**src/rtl/delta3_collector_if.sv**
```systemverilog
// Bundles the producer, consumer and status signals of the delta3 collector.
// The master side drives the sample stream and read requests; the slave side is the collector.
interface delta3_collector_if #(
  parameter int DWIDTH = 32,
  parameter int AWIDTH = 2,
  parameter int CWIDTH = 16
);
  logic                     in_valid;
  logic signed [DWIDTH-1:0] delta3_in;
  logic signed [DWIDTH-1:0] cost_in;
  logic                     rd_en;
  logic        [AWIDTH-1:0] rd_addr;
  logic                     rd_done;
  logic                     clr_epoch;
  logic                     full;
  logic signed [DWIDTH-1:0] delta3_out;
  logic                     rd_valid;
  logic signed [DWIDTH-1:0] sample_cost;
  logic signed [DWIDTH-1:0] epoch_cost;
  logic        [CWIDTH-1:0] sample_cnt;
  logic                     sat;
  logic                     drop;

  modport master (
    output in_valid, delta3_in, cost_in, rd_en, rd_addr, rd_done, clr_epoch,
    input  full, delta3_out, rd_valid, sample_cost, epoch_cost, sample_cnt, sat, drop
  );

  modport slave (
    input  in_valid, delta3_in, cost_in, rd_en, rd_addr, rd_done, clr_epoch,
    output full, delta3_out, rd_valid, sample_cost, epoch_cost, sample_cnt, sat, drop
  );
endinterface

```
**src/rtl/delta3_collector.sv**
```systemverilog
// Output-layer error buffer: collects one delta3/cost pair per output neuron, holds the
// completed delta3 vector for the delta2 stage and keeps per-sample and per-epoch cost sums.
module delta3_collector #(
  parameter int DWIDTH = 32,
  parameter int x      = 4,
  parameter int AWIDTH = 2,
  parameter int CWIDTH = 16
) (
  input  logic               clk,
  input  logic               rst_n,
  delta3_collector_if.slave  bus
);
  localparam int DEPTH = 2 ** AWIDTH;
  localparam logic signed [DWIDTH-1:0] SMAX = {1'b0, {(DWIDTH-1){1'b1}}};
  localparam logic [AWIDTH-1:0] LAST = AWIDTH'(x - 1);
  localparam logic [AWIDTH:0]   X_L  = (AWIDTH+1)'(x);

  typedef enum logic {COLLECT, FULL} state_t;

  state_t                   state_q, state_d;
  logic        [AWIDTH-1:0] wr_ptr_q, wr_ptr_d;
  logic signed [DWIDTH-1:0] acc_q, acc_d;
  logic signed [DWIDTH-1:0] sample_cost_q, sample_cost_d;
  logic signed [DWIDTH-1:0] epoch_cost_q, epoch_cost_d;
  logic        [CWIDTH-1:0] sample_cnt_q, sample_cnt_d;
  logic                     sat_q, sat_d;
  logic                     drop_q, drop_d;
  logic                     rd_valid_q, rd_valid_d;
  logic signed [DWIDTH-1:0] delta3_out_q, delta3_out_d;
  logic signed [DWIDTH-1:0] rf_q [DEPTH];
  logic signed [DWIDTH-1:0] rf_d [DEPTH];
  logic                     wr_en;
  logic                     sample_done;
  logic        [DWIDTH:0]   acc_sum;
  logic        [DWIDTH:0]   epoch_sum;

  // Returns {overflow, value}; only the positive side clamps, negative costs sum as signed.
  function automatic logic [DWIDTH:0] sat_add(input logic signed [DWIDTH-1:0] a,
                                              input logic signed [DWIDTH-1:0] b);
    logic signed [DWIDTH:0] s;
    s = {a[DWIDTH-1], a} + {b[DWIDTH-1], b};
    if (s > $signed({1'b0, SMAX})) return {1'b1, SMAX};
    return {1'b0, s[DWIDTH-1:0]};
  endfunction

  genvar gi;
  generate
    for (gi = 0; gi < DEPTH; gi++) begin : g_rf
      assign rf_d[gi] = (wr_en && wr_ptr_q == AWIDTH'(gi)) ? bus.delta3_in : rf_q[gi];
    end
  endgenerate

  always_comb begin
    state_d       = state_q;
    wr_ptr_d      = wr_ptr_q;
    acc_d         = acc_q;
    sample_cost_d = sample_cost_q;
    epoch_cost_d  = epoch_cost_q;
    sample_cnt_d  = sample_cnt_q;
    sat_d         = sat_q;
    drop_d        = drop_q;
    rd_valid_d    = bus.rd_en;
    delta3_out_d  = delta3_out_q;
    wr_en         = 1'b0;
    sample_done   = 1'b0;
    acc_sum       = sat_add(acc_q, bus.cost_in);
    epoch_sum     = sat_add(epoch_cost_q, acc_sum[DWIDTH-1:0]);

    case (state_q)
      COLLECT: begin
        if (bus.in_valid) begin
          wr_en    = 1'b1;
          acc_d    = acc_sum[DWIDTH-1:0];
          wr_ptr_d = wr_ptr_q + AWIDTH'(1);
          if (acc_sum[DWIDTH]) sat_d = 1'b1;
          if (wr_ptr_q == LAST) begin
            sample_done   = 1'b1;
            state_d       = FULL;
            sample_cost_d = acc_sum[DWIDTH-1:0];
            epoch_cost_d  = epoch_sum[DWIDTH-1:0];
            if (epoch_sum[DWIDTH]) sat_d = 1'b1;
            sample_cnt_d  = sample_cnt_q + CWIDTH'(1);
            acc_d         = '0;
            wr_ptr_d      = '0;
          end
        end
      end
      FULL: begin
        if (bus.in_valid) drop_d = 1'b1;
        if (bus.rd_done)  state_d = COLLECT;
      end
      default: state_d = COLLECT;
    endcase

    // An epoch clear coinciding with a completed sample restarts the epoch at that sample.
    if (bus.clr_epoch) begin
      sat_d        = 1'b0;
      drop_d       = 1'b0;
      epoch_cost_d = sample_done ? acc_sum[DWIDTH-1:0] : '0;
      sample_cnt_d = sample_done ? CWIDTH'(1) : '0;
    end

    if (bus.rd_en) begin
      delta3_out_d = ({1'b0, bus.rd_addr} < X_L) ? rf_q[bus.rd_addr] : '0;
    end
  end

  always_ff @(posedge clk) begin
    if (!rst_n) begin
      state_q       <= COLLECT;
      wr_ptr_q      <= '0;
      acc_q         <= '0;
      sample_cost_q <= '0;
      epoch_cost_q  <= '0;
      sample_cnt_q  <= '0;
      sat_q         <= 1'b0;
      drop_q        <= 1'b0;
      rd_valid_q    <= 1'b0;
      delta3_out_q  <= '0;
      for (int i = 0; i < DEPTH; i++) rf_q[i] <= '0;
    end else begin
      state_q       <= state_d;
      wr_ptr_q      <= wr_ptr_d;
      acc_q         <= acc_d;
      sample_cost_q <= sample_cost_d;
      epoch_cost_q  <= epoch_cost_d;
      sample_cnt_q  <= sample_cnt_d;
      sat_q         <= sat_d;
      drop_q        <= drop_d;
      rd_valid_q    <= rd_valid_d;
      delta3_out_q  <= delta3_out_d;
      for (int i = 0; i < DEPTH; i++) rf_q[i] <= rf_d[i];
    end
  end

  assign bus.full        = (state_q == FULL);
  assign bus.delta3_out  = delta3_out_q;
  assign bus.rd_valid    = rd_valid_q;
  assign bus.sample_cost = sample_cost_q;
  assign bus.epoch_cost  = epoch_cost_q;
  assign bus.sample_cnt  = sample_cnt_q;
  assign bus.sat         = sat_q;
  assign bus.drop        = drop_q;
endmodule

```
**src/flat_wrapper.sv**
```systemverilog
// flat-port wrapper written by rule: the top's interface ports become plain ports
module delta3_collector_flat 
#(
  parameter int DWIDTH = 32,
  parameter int x      = 4,
  parameter int AWIDTH = 2,
  parameter int CWIDTH = 16
)
  (clk, rst_n, bus_in_valid, bus_delta3_in, bus_cost_in, bus_rd_en, bus_rd_addr, bus_rd_done, bus_clr_epoch, bus_full, bus_delta3_out, bus_rd_valid, bus_sample_cost, bus_epoch_cost, bus_sample_cnt, bus_sat, bus_drop);
  delta3_collector_if #(.DWIDTH(DWIDTH), .AWIDTH(AWIDTH), .CWIDTH(CWIDTH)) bus_i ();
  input  logic clk;
  input  logic rst_n;
  input wire logic [$bits(bus_i.in_valid)-1:0] bus_in_valid;
  input wire logic [$bits(bus_i.delta3_in)-1:0] bus_delta3_in;
  input wire logic [$bits(bus_i.cost_in)-1:0] bus_cost_in;
  input wire logic [$bits(bus_i.rd_en)-1:0] bus_rd_en;
  input wire logic [$bits(bus_i.rd_addr)-1:0] bus_rd_addr;
  input wire logic [$bits(bus_i.rd_done)-1:0] bus_rd_done;
  input wire logic [$bits(bus_i.clr_epoch)-1:0] bus_clr_epoch;
  output wire logic [$bits(bus_i.full)-1:0] bus_full;
  output wire logic [$bits(bus_i.delta3_out)-1:0] bus_delta3_out;
  output wire logic [$bits(bus_i.rd_valid)-1:0] bus_rd_valid;
  output wire logic [$bits(bus_i.sample_cost)-1:0] bus_sample_cost;
  output wire logic [$bits(bus_i.epoch_cost)-1:0] bus_epoch_cost;
  output wire logic [$bits(bus_i.sample_cnt)-1:0] bus_sample_cnt;
  output wire logic [$bits(bus_i.sat)-1:0] bus_sat;
  output wire logic [$bits(bus_i.drop)-1:0] bus_drop;
  assign bus_i.in_valid = bus_in_valid;
  assign bus_i.delta3_in = bus_delta3_in;
  assign bus_i.cost_in = bus_cost_in;
  assign bus_i.rd_en = bus_rd_en;
  assign bus_i.rd_addr = bus_rd_addr;
  assign bus_i.rd_done = bus_rd_done;
  assign bus_i.clr_epoch = bus_clr_epoch;
  assign bus_full = bus_i.full;
  assign bus_delta3_out = bus_i.delta3_out;
  assign bus_rd_valid = bus_i.rd_valid;
  assign bus_sample_cost = bus_i.sample_cost;
  assign bus_epoch_cost = bus_i.epoch_cost;
  assign bus_sample_cnt = bus_i.sample_cnt;
  assign bus_sat = bus_i.sat;
  assign bus_drop = bus_i.drop;
  delta3_collector #(.DWIDTH(DWIDTH), .x(x), .AWIDTH(AWIDTH), .CWIDTH(CWIDTH)) u_core (.clk(clk), .rst_n(rst_n), .bus(bus_i));
endmodule
```
**config.mk**
```make
export PLATFORM = sky130hd
export DESIGN_NAME = delta3_collector_flat
export DESIGN_NICKNAME = d
export VERILOG_FILES = /design/src/rtl/delta3_collector_if.sv /design/src/rtl/delta3_collector.sv /design/src/flat_wrapper.sv
export SDC_FILE = /design/constraint.sdc
export NUM_CORES = 1
export LEC_CHECK = 0
export BUFFER_PORTS_ARGS = -buffer_cell sky130_fd_sc_hd__clkbuf_2
export CAP_MARGIN = 40
export CELL_PAD_IN_SITES_DETAIL_PLACEMENT = 2
export CELL_PAD_IN_SITES_GLOBAL_PLACEMENT = 2
export CORE_AREA = 2 2 211 213
export CTS_CLUSTER_SIZE = 16
export DETAILED_ROUTE_END_ITERATION = 8
export DIE_AREA = 0 0 213 215
export PLACE_DENSITY_LB_ADDON = 0.15
export SYNTH_ARGS = -nofsm -noshare
export SYNTH_HDL_FRONTEND = slang
export SYNTH_SLANG_ARGS = --single-unit
export TNS_END_PERCENT = 10
```
**constraint.sdc**
```tcl
create_clock -name clk -period 5.5 [get_ports clk]
set_clock_uncertainty 0.1 [all_clocks]
set_input_delay 1.1 -clock clk [delete_from_list [all_inputs] [get_ports clk]]
set_output_delay 1.1 -clock clk [all_outputs]
set_load 0.005 [all_outputs]
```
==> impl_metrics.ini <==
[route]
ant_nets = 0
drcViolationCount = 0
via_per_inst = 5.35
firstDrtPassIters = 5
wire_per_inst_um = 24.6
drtIter0Drc = 634
wirelength_um = 62100
dr_total_vias = 13500

[worst_setup_path]
start_kind = input port
r2r_slack_ns = 0.09
path_delay_family = compound AO/OA/AOI/OAI gates
max_stage_delay_ns = 0.51
cp-startpoint = bus_cost_in[3]
cp-end-kind = flip-flop
worstSetupPathType = in2reg
crit_arrival_ns = 6.00
reg2reg_depth = 26
reg2reg_from = u_core.acc_q[0]$_SDFFE_PN0P_
cp_max_fo = 5
cp_num_cells = 26
worst_path_max_delay_cell = or4_4
crit_buf_inv = 7
cp.required_ns = 5.87
r2r_end = u_core.bus.sat$_SDFFE_PP0P_

[layout]
finish.utilization_pct = 47.5
area_growth_syn_to_layout_pct = 40.9
final_nets = 2056
drive_above_1_share_pct = 38.9

[placement]
io_buffers = 187
gp_congestion = 0.882
hpwlAfterDp_um = 40400

[sta]
worst_slew_margin_rel_pct = 36.1
rsz0062_at_grt = true
holdWs_ns = 0.354
drv_slew = 0
fmax_mhz = 177
max_slew.worst_pin.slew_ns = 0.955
tns_ns = -1.64
hold_viol = 0
setup_violations = 22
finalWorstSetupSlack_ns = -0.135
layout_min_cycle_time_ns = 5.64
period_share_pct = 102

[yosys]
yosys_warnings = 0
synth_flop_cell = dfxtp_1
ys_seq_area_share_pct = 46.6
synth_edf_count = 128
ys_types = 78
async_flop_share_pct = 0
ys_ff_latch = 278
syn_area_um2 = 14700
netlist_instances = 1438
synth_nets = 1581
synth_area_per_cell_um2 = 10.2

[grt]
grt_max_degree = 72
first_global_vias = 14900
antenna_found_initial = 2
grt_first_pass_wirelength_um = 88900
grt_usage_pct = 25.5
grt_overflow = 0

[floorplanning]
fp.dieW_um = 213
row_count = 77
coreArea_um2 = 43600
start_util_pct = 33.7
die_h_um = 215
dieArea_um2 = 45800
io_pins = 188

[clock_tree]
cts.sinks = 278
postCtsHoldBufs = 0
htree_levels = 2
cts_buffers = 35
cts_buffer_depth = 3
insertion_delay_ns = 0.56
cts.clk_slew.worst_paths_ns = 0.06
cts_tree = done
clockRootBuffer = clkbuf_16

[outcome]
status = finished with violations
failed_checks = negative setup slack

[worst_hold_path]
hp-start = u_core.bus.sat$_SDFFE_PP0P_
min_to = u_core.bus.sat$_SDFFE_PP0P_
hold_depth = 2
hp-class = reg2reg

[power_and_ir_drop]
peakVddDrop_mv = 0.156
power.total_mw = 8.37
power_density_nw_per_um2 = 404
p_leak_nw = 9.01

[flow_run]
max_cap_violations = 0
## how the worst max path moves through the flow
stage,slack [ns],end
2_1_floorplan,0.02,u_core.bus.epoch_cost[11]$_SDFFE_PN0P_
3_3_place_gp,-0.87,u_core.bus.epoch_cost[1]$_SDFFE_PN0P_
3_5_place_dp,-0.96,u_core.bus.epoch_cost[15]$_SDFFE_PN0P_
6_report,-0.14,u_core.bus.epoch_cost[18]$_SDFFE_PN0P_
4_1_cts,0.002,u_core.bus.epoch_cost[18]$_SDFFE_PN0P_
5_1_grt,-0.26,u_core.bus.epoch_cost[18]$_SDFFE_PN0P_
## kinds of logic after synthesis
logic type | synth area share (%)
XOR/XNOR | 4.23
buffers and inverters | 3.41
AO/OA/AOI/OAI | 16.6
AND/OR/NAND/NOR | 16.0
multiplexers | 7.08
adder cells (fa/ha/maj) | 6.14
flip-flops | 46.6
## sequential cells by signal (all words and copies together), names as in the netlist
name                    count
u_core.bus.epoch_cost      32
u_core.rf_q               128
u_core.bus.drop             1
u_core.bus.rd_valid         1
u_core.acc_q               32
u_core.wr_ptr_q             2
u_core.bus.sample_cost     32
u_core.bus.sample_cnt      16
u_core.bus.full             1
u_core.bus.delta3_out      32
u_core.bus.sat              1
## synth_stat cells (17+ instances only)
cell	number	area, um^2
and2_1	107	669
mux4_2	32	721
and3_1	48	300
nand2_1	97	364
dfxtp_1	150	3000
inv_1	45	169
xor2_1	32	280
nor3_1	17	85.1
ha_1	69	863
edfxtp_1	128	3840
xnor2_1	39	342
o21ai_0	114	571
a21o_1	21	158
nor2_1	98	368
clkbuf_1	57	214
a31oi_1	19	119
a21oi_1	97	485
mux2i_1	32	320
nand3_1	25	125
## per-layer routing
layer | up-vias | part of all wire, % | global-route usage (%)
met2 | 295 | 51 | 46.2
met4 | 2 | 2.7 | 6.95
met5 | - | 0.021 | 0
met1 | 6957 | 42 | 31.4
met3 | 96 | 3.7 | 3.36
li1 | 6185 | - | -
## power by group
part / internal [mW] / leakage (nW) / switching, mW
Combinational: 1.66 / 5.88 / 1.93
Sequential: 2.31 / 2.56 / 0.0853
Clock: 1.45 / 0.570 / 0.946
Total: 5.41 / 9.01 / 2.96
## what timing repair did
item,CTS,global route
setup buffers,11,30
cloned,1,4
endpoints found under the hold margin,0,0
pin swaps,16,39
gates resized for setup,43,126
endpoints found under the setup margin,33,33
## final cells by class
type	count	area, um^2
Clock buffer	50	992
Fill cell	4539	22900
Antenna cell	1	2.50
Clock inverter	11	179
Timing Repair Buffer	514	3530
Sequential cell	278	6850
Multi-Input combinational cell	1038	8250
Tap cell	592	741
Inverter	46	175
## worst min-delay path: stages, from the launching register on
cell and delay (ns):
dfxtp_1 0.31, inv_1 0.05, a21oi_1 0.05
## layout by cell type (no fill, tap or decap), drive strengths merged, types with 39 or more instances in the layout
master  Yosys  routed
o21ai     124     124
inv        46      46
buf        21     327
clkbuf     57     237
a21oi      98      98
nand2      97      97
dfxtp     150     150
ha         69      69
and3       49      49
edfxtp    128     128
nor2      102     102
xnor2      39      39
and2      107     107
## metrics by stage
| step | cells | area [um^2] | setup WS, ns |
|---|---|---|---|
| 5_1_grt | 2530 | 20700 | -0.261 |
| 3_3_place_gp | 2417 | 18200 | -0.867 |
| 3_5_place_dp | 2422 | 18200 | -0.960 |
| 4_1_cts | 2495 | 19700 | 0.00217 |
| 6_report | 2530 | 20700 | -0.135 |
| 2_1_floorplan | 1438 | 14700 | 0.0178 |
(Power assumes the default switching activity.)
